===== config.mk =====
export PLATFORM = sky130hd
export DESIGN_NAME = qa_shim_c0_read_arbiter
export DESIGN_NICKNAME = d
export VERILOG_FILES = /design/src/rtl/qa_shim_c0_read_arbiter.sv
export SDC_FILE = /design/constraint.sdc
export NUM_CORES = 2
export LEC_CHECK = 0
export BUFFER_PORTS_ARGS = -buffer_cell sky130_fd_sc_hd__buf_2
export CORE_AREA = 2 2 695 697
export CTS_BUF_LIST = sky130_fd_sc_hd__clkbuf_16
export CTS_CLUSTER_DIAMETER = 50
export DETAILED_ROUTE_END_ITERATION = 8
export DIE_AREA = 0 0 697 699
export PLACE_DENSITY_LB_ADDON = 0.15
export SYNTH_ARGS = -nofsm -noshare
export SYNTH_HDL_FRONTEND = slang
export SYNTH_SLANG_ARGS = --single-unit

===== constraint.sdc =====
create_clock -name clk -period 37.5 [get_ports clk]
set_input_delay 0 -clock clk [delete_from_list [all_inputs] [get_ports clk]]
set_output_delay 0 -clock clk [all_outputs]
set_load 0.05 [all_outputs]

===== src/rtl/qa_shim_c0_read_arbiter.sv =====
// Shares one QLP channel-0 read path between two AFU requesters: per-port request
// FIFOs, round-robin grant, requester ID in the tag MSB, responses routed by that tag.
module qa_shim_c0_read_arbiter #(
  parameter int CCI_DATA_WIDTH   = 512,
  parameter int CCI_RX_HDR_WIDTH = 18,
  parameter int CCI_TX_HDR_WIDTH = 61,
  parameter int CCI_TAG_WIDTH    = 14,
  parameter int TX_TAG_LSB       = 0,
  parameter int RX_TAG_LSB       = 0,
  parameter int FIFO_DEPTH       = 8,
  parameter int ALMFULL_SLACK    = 4
) (
  input  logic                        clk,
  input  logic                        reset,

  input  logic [CCI_TX_HDR_WIDTH-1:0] a0_C0TxHdr,
  input  logic                        a0_C0TxRdValid,
  output logic                        a0_C0TxAlmFull,
  output logic [CCI_RX_HDR_WIDTH-1:0] a0_C0RxHdr,
  output logic [CCI_DATA_WIDTH-1:0]   a0_C0RxData,
  output logic                        a0_C0RxRdValid,

  input  logic [CCI_TX_HDR_WIDTH-1:0] a1_C0TxHdr,
  input  logic                        a1_C0TxRdValid,
  output logic                        a1_C0TxAlmFull,
  output logic [CCI_RX_HDR_WIDTH-1:0] a1_C0RxHdr,
  output logic [CCI_DATA_WIDTH-1:0]   a1_C0RxData,
  output logic                        a1_C0RxRdValid,

  output logic [CCI_TX_HDR_WIDTH-1:0] q_C0TxHdr,
  output logic                        q_C0TxRdValid,
  input  logic                        q_C0TxAlmFull,
  input  logic [CCI_RX_HDR_WIDTH-1:0] q_C0RxHdr,
  input  logic [CCI_DATA_WIDTH-1:0]   q_C0RxData,
  input  logic                        q_C0RxRdValid
);

  localparam int AW        = $clog2(FIFO_DEPTH);
  localparam int CW        = AW + 1;
  localparam int TX_MSB    = TX_TAG_LSB + CCI_TAG_WIDTH - 1;
  localparam int RX_MSB    = RX_TAG_LSB + CCI_TAG_WIDTH - 1;
  localparam int ALM_LEVEL = FIFO_DEPTH - ALMFULL_SLACK;

  logic [1:0]                  push;
  logic [CCI_TX_HDR_WIDTH-1:0] pushHdr [2];
  logic [CCI_TX_HDR_WIDTH-1:0] fifoMem [2][FIFO_DEPTH];
  logic [AW-1:0]               wrPtr [2];
  logic [AW-1:0]               rdPtr [2];
  logic [CW-1:0]               count [2];
  logic [CW-1:0]               countNext [2];
  logic [1:0]                  full;
  logic [1:0]                  nonEmpty;
  logic [1:0]                  accept;
  logic [1:0]                  pop;
  logic [1:0]                  almFull;
  logic                        lastGrant;
  logic                        popValid;
  logic                        popPort;
  logic [CCI_TX_HDR_WIDTH-1:0] popHdr;

  logic                        vld_p1;
  logic [CCI_TX_HDR_WIDTH-1:0] reqHdr_p1;
  logic [1:0]                  rspVld_p1;
  logic [CCI_RX_HDR_WIDTH-1:0] rspHdr_p1 [2];
  logic [CCI_DATA_WIDTH-1:0]   rspData_p1 [2];
  logic [CCI_RX_HDR_WIDTH-1:0] rxHdrClr;
  logic                        rxPort;

  assign push       = {a1_C0TxRdValid, a0_C0TxRdValid};
  assign pushHdr[0] = a0_C0TxHdr;
  assign pushHdr[1] = a1_C0TxHdr;

  // Stage p0: FIFO occupancy, round-robin pick and tag stamping
  always_comb begin
    for (int i = 0; i < 2; i++) begin
      full[i]     = (count[i] == CW'(FIFO_DEPTH));
      nonEmpty[i] = (count[i] != '0);
      accept[i]   = push[i] && !full[i];
    end

    popValid = 1'b0;
    popPort  = 1'b0;
    if (!q_C0TxAlmFull) begin
      if (nonEmpty == 2'b11) begin
        popValid = 1'b1;
        popPort  = ~lastGrant;
      end else if (nonEmpty[0]) begin
        popValid = 1'b1;
        popPort  = 1'b0;
      end else if (nonEmpty[1]) begin
        popValid = 1'b1;
        popPort  = 1'b1;
      end
    end

    pop = popValid ? (popPort ? 2'b10 : 2'b01) : 2'b00;

    for (int i = 0; i < 2; i++) begin
      countNext[i] = count[i] + CW'(accept[i]) - CW'(pop[i]);
    end

    popHdr         = fifoMem[popPort][rdPtr[popPort]];
    popHdr[TX_MSB] = popPort;

    rxPort           = q_C0RxHdr[RX_MSB];
    rxHdrClr         = q_C0RxHdr;
    rxHdrClr[RX_MSB] = 1'b0;
  end

  // Stage p1: control state (pointers, counts, grant history, valids)
  always_ff @(posedge clk) begin
    if (reset) begin
      for (int i = 0; i < 2; i++) begin
        wrPtr[i] <= '0;
        rdPtr[i] <= '0;
        count[i] <= '0;
      end
      almFull   <= 2'b00;
      lastGrant <= 1'b1;
      vld_p1    <= 1'b0;
      rspVld_p1 <= 2'b00;
    end else begin
      for (int i = 0; i < 2; i++) begin
        assert (!(push[i] && full[i]))
          else $warning("request FIFO %0d overflow, request dropped", i);
        if (accept[i]) wrPtr[i] <= wrPtr[i] + AW'(1);
        if (pop[i])    rdPtr[i] <= rdPtr[i] + AW'(1);
        count[i]   <= countNext[i];
        almFull[i] <= (countNext[i] >= CW'(ALM_LEVEL));
      end
      if (popValid) lastGrant <= popPort;
      vld_p1    <= popValid;
      rspVld_p1 <= {q_C0RxRdValid && rxPort, q_C0RxRdValid && !rxPort};
    end
  end

  // Stage p1: datapath registers, unreset
  always_ff @(posedge clk) begin
    for (int i = 0; i < 2; i++) begin
      if (accept[i]) fifoMem[i][wrPtr[i]] <= pushHdr[i];
    end
    if (popValid) reqHdr_p1 <= popHdr;
    if (q_C0RxRdValid) begin
      rspHdr_p1[rxPort]  <= rxHdrClr;
      rspData_p1[rxPort] <= q_C0RxData;
    end
  end

  assign q_C0TxRdValid  = vld_p1;
  assign q_C0TxHdr      = reqHdr_p1;
  assign a0_C0TxAlmFull = almFull[0];
  assign a1_C0TxAlmFull = almFull[1];
  assign a0_C0RxRdValid = rspVld_p1[0];
  assign a1_C0RxRdValid = rspVld_p1[1];
  assign a0_C0RxHdr     = rspHdr_p1[0];
  assign a1_C0RxHdr     = rspHdr_p1[1];
  assign a0_C0RxData    = rspData_p1[0];
  assign a1_C0RxData    = rspData_p1[1];

endmodule


[Yosys cells after proc, flatten, opt, wreduce, memory -nomap -nowiden]
Memories as Yosys holds them, arrays and structs flattened.
Cells that the tools add are included.
Word-level totals
  memories kept: 6
  memory bits (read-only): 0
  input bits: 658
  latch bits: 0
  memory bits (writable): 2054
  output and inout port bits: 1126
  logic and storage cells: 91
  register bits after elaboration: 67
Operators by class
  div/mod/pow operators: 0
  multiply operators: 0
  add/sub/neg operators: 8
  magnitude comparators: 7
  multiplexer cells: 41
  shift operators: 0
  bitwise logic cells: 10
  reduce and logical (&&, ||, !) cells: 11
  equality and inequality tests: 3
Memory list
  rspData_p1: depth 2, width 512, read ports 2, clocked after Yosys merged registers in 0, wr ports 1, RTL line 65  | logic [CCI_DATA_WIDTH-1:0] rspData_p1 [2];
  fifoMem: depth 2, width 488, read ports 1, clocked after Yosys merged registers in 0, wr ports 2, RTL line 46  | logic [CCI_TX_HDR_WIDTH-1:0] fifoMem [2][FIFO_DEPTH];
  rspHdr_p1: depth 2, width 17, read ports 2, clocked after Yosys merged registers in 0, wr ports 1, RTL line 64  | logic [CCI_RX_HDR_WIDTH-1:0] rspHdr_p1 [2];
  count: depth 2, width 4, read ports 2, clocked after Yosys merged registers in 0, wr ports 2, RTL line 49  | logic [CW-1:0] count [2];
  rdPtr: depth 2, width 3, read ports 3, clocked after Yosys merged registers in 0, wr ports 2, RTL line 48  | logic [AW-1:0] rdPtr [2];
  wrPtr: depth 2, width 3, read ports 2, clocked after Yosys merged registers in 0, wr ports 2, RTL line 47  | logic [AW-1:0] wrPtr [2];
Operators by type and width (count)
  $mux W488: 2
  $demux W61 S3: 2
  $mux W61: 4
  $bmux W61 S3: 1
  $mux W1: 24
  $add A3 B1 Y3 const B: 4
  $ge A4 B4 Y1 const B: 3
  $mux W3: 4
  $not A3 Y4: 3
  $add A4 B1 Y4: 2
  $eq A4 B4 Y1 const B: 2
  $ge A4 B3 Y1 const B: 2
  $lt A4 B1 Y1 const B: 2
  $mux W4: 2
  $reduce_bool A4 Y1: 2
  $sub A4 B1 Y4: 2
  $logic_and A1 B1 Y1: 6
  $or A1 B1 Y1: 6
  $mux W2: 2
  $logic_not A1 Y1: 3
  $eq A2 B2 Y1 const B: 1
  $not A1 Y1: 1

[Logic depth before layout (Yosys ltp)]
An unclocked memory read counts as a cell.
  word-level depth: 12
  mapped depth: 14

[Worst setup path after synthesis]
Ideal clock, no wire load.
  path kind: input-to-reg
  from: in q_C0RxHdr[13]
  to: mem rspData_p1[0][0], enable pin
  path slack: 12.629 ns
  required time: 35.993 ns
  data arrival time: 23.364 ns
  setup time: 1.507 ns
  buffers on the path: 0
  stages on the path: 1
  cells stage by stage: nor2b_1
RTL lines
  start: declaration: RTL line 33  | input logic [CCI_RX_HDR_WIDTH-1:0] q_C0RxHdr,
  end: declaration: RTL line 65
Straight into the memory's write port.

[Worst setup path after layout]
  from: in q_C0RxHdr[13]
  to: mem rspData_p1[0][351], enable pin
Straight into the memory's write port.

==> flow_summary.yaml <==
status:
  status: "finished, final reports clean"
min_path:
  worst_hold_startpoint: "q_C0RxData[433]"
  holdCritPathClass: "in -> reg"
placed_design:
  hpwl_um: 364000
  place.gp.congestion: 0.997
  port_buffers: 1779
  dp_slack_ns: 33.08
  dpl.cell_count: 11000
grt:
  first_global_vias: 46400
  grt_max_degree: 141
  overflow: 0
  grt_usage: 0.181
  antenna_found_initial: 365
  grt_pass1_wl_um: 561000
logic_synthesis:
  synth_seq_cells: 2105
  synth_seq_area_share: 0.881
  syn_avg_cell_area_sq_um: 25.6
  synthTopCellsByCount: "edfxtp_1 (2091), mux4_2 (240), nor2b_1 (67)"
  synth_top_area_frac: 0.877
  async_flop_share: 0
  ys.flop_type: "edfxtp_1"
  synth.distinct_cells: 33
  syn_inst: 2794
  synth_area_leader_cell: "edfxtp_1"
  synth_most_common_cell: "edfxtp_1"
  yosys_warnings: 0
  synthTopCellsByArea: "edfxtp_1 (88%), mux4_2 (7.5%), mux2i_1 (0.82%)"
  netlist_area_sq_um: 71600
  synth_edf_count: 2091
floorplan:
  die_x_um: 697
  num_rows: 255
  ios: 1784
  initial_core_util: 0.149
  coreArea_sq_um: 480000
  die-area_sq_um: 487000
  die_h_um: 699
finish:
  multi_input_area_sq_um: 8110
  fin_util: 0.238
  drive_gt1_frac: 0.428
  syn2layout_area_growth_pct: 59.4
  stdcell_count: 13000
  nFillCells: 50200
  register_area_sq_um: 63100
  final_net_count: 6783
power_and_ir_drop:
  powerDensity_nw_per_um2: 69.5
  total_power_w: 0.00794
  p_leak_nw: 40.6
  ir_worst_vdd_mv: 0.0378
critical_path:
  cpPeakStageDelay_ns: 0.81
  startpoint: "q_C0RxHdr[13]"
  crit_family: "buffers and inverters"
  cp.arrival_ns: 4.94
  path_cells: "dlygate4sd3_1 -> buf_2 -> dlygate4sd3_1 -> nor2b_4 -> dlygate4sd3_1 -> buf_4 -> buf_4 -> buf_4 -> buf_4"
  cp_num_buf_inv: 8
  worstSetupStartpointType: "primary input"
  cp_slowest_cell: "buf_4"
  regToRegStartpoint: "rdPtr[0][0]"
  crit_path_end_kind: "flip-flop"
  crit_top_cell: "buf_4"
  required_ns: 38.05
  worstSetupPathType: "in -> reg"
  cp_max_fo: 55
cts:
  cts.repair.resized: 0
  h-tree-depth: 5
  cts_tree: "done"
  cts_sinks: 2105
  clockRootBuffer: "clkbuf_16"
  path_clk_slew_ns: 0.05
  cts_buffers: 371
  clock_latency_ns: 0.95
  clockBufferDepth: 4
sta:
  fin_skew_ns: 0.0659
  setup_slack_ns: 33.11
  fmax_ghz: 0.228
  fin_crit_sh: 0.117
  drv_slew: 0
  rsz0062_at_grt: "false"
  setup_viol: 0
  relSlewSlack: 0.172
  min_period_ns: 4.39
  fin_setup_tns_ns: 0
  hold_viol_final: 0
  tightest_slew_ns: 1.24
route:
  drc: 0
  drt_pre_antenna_iters: 8
  routed_wl_um: 459000
  vias: 46200
  routedWlPerCell_um: 35.2
  viasPerCell: 3.55
  drt-initial-drc-count: 4255
  ant_nets: 0
flow_run:
  maxCapViolations: 0
flip-flops by register name (all words and copies together), names as in the netlist:
register,cells
rspData_p1,1024
fifoMem,960
q_C0TxHdr,61
rspHdr_p1,34
count,8
rdPtr,6
wrPtr,6
almFull,2
rspVld_p1,2
lastGrant,1
q_C0TxRdValid,1
report_power, final:
group	internal, W	switching, W
Sequential	0.00283	0.0000691
Clock	0.00225	0.00131
Combinational	0.000420	0.00106
final cells by class:
class                   count  share of cell area
clock buffers             373              0.0817
inverters                  21            0.000756
diodes                    199             0.00436
clock inverters           309              0.0326
flip-flops and latches   2105               0.552
well taps                6425              0.0704
multi-input cells         578              0.0710
repair buffers           3030               0.187
logic make-up (layout without fill, tap and decap cells):
| logic type | count (synthesis) | after routing | synth area share |
|---|---|---|---|
| AOI/OAI and AO/OA | 132 | 132 | 0.0143 |
| muxes | 299 | 299 | 0.0837 |
| and+or+nand+nor | 119 | 119 | 0.00928 |
| buffers and inverters | 112 | 3733 | 0.00784 |
| xor gates and xnor gates | 8 | 8 | 0.000978 |
| adders and majority gates | 18 | 18 | 0.00335 |
| DFF | 2105 | 2105 | 0.881 |
| other | 1 | 201 | 0.0000524 |
routing by layer:
layer	GRT usage	vias up	part of all wire
met1	0.217	23900	0.39
met4	0.0674	114	0.046
li1	-	18800	-
met3	0.0646	905	0.094
met2	0.299	2530	0.47
met5	0.00324	-	0.0020
cells in the final DEF, fill, tap and decap left out, types with 3 or more instances in the layout:
master and count:
edfxtp_1 2091, buf_2 1779, dlygate4sd3_1 1182, clkbuf_16 373, mux4_2 240, diode_2 199
nor2b_1 66, buf_4 62, bufinv_16 61, mux2i_1 59, clkinv_1 56, inv_1 52
clkinv_2 52, a211oi_1 42, a21oi_1 41, clkinvlp_4 32, clkinv_4 25, inv_6 22
a21oi_2 22, nor2_1 19, a211oi_2 19, ha_1 16, clkinv_16 15, dfxtp_1 14
nand2b_1 8, nor3_2 8, xnor2_1 7, buf_12 7, nor2_4 6, inv_8 6
clkinv_8 5, nand2_1 4, a21o_1 4, inv_16 3
path summary, 6_finish.rpt:
path,endpoint,slack (ns),cells past startpoint
worst max-delay path,rspData_p1[0][351],33.11,9
worst min-delay path,rspData_p1[1][433],0.07,2
worst max register to register,q_C0TxHdr[24],33.41,7
worst min register to register,lastGrant,0.47,1
what timing repair did:
item                                    CTS  global route
setup buffers                             0             0
endpoints found under the hold margin  2167             0
hold buffers                           1182             0
setup endpoints to repair                 0             0
through the flow:
| stage | instance area [sq um] | hold slack (ns) |
|---|---|---|
| 6_report | 114000 | 0.0669 |
| 5_1_grt | 114000 | 0.00986 |
| 4_1_cts | 114000 | 0.00145 |
| 3_5_place_dp | 88800 | 0.191 |
| 3_3_place_gp | 88800 | 0.190 |
| 2_1_floorplan | 71600 | 0.0989 |
Note: power is estimated with default switching activity, not from simulation.
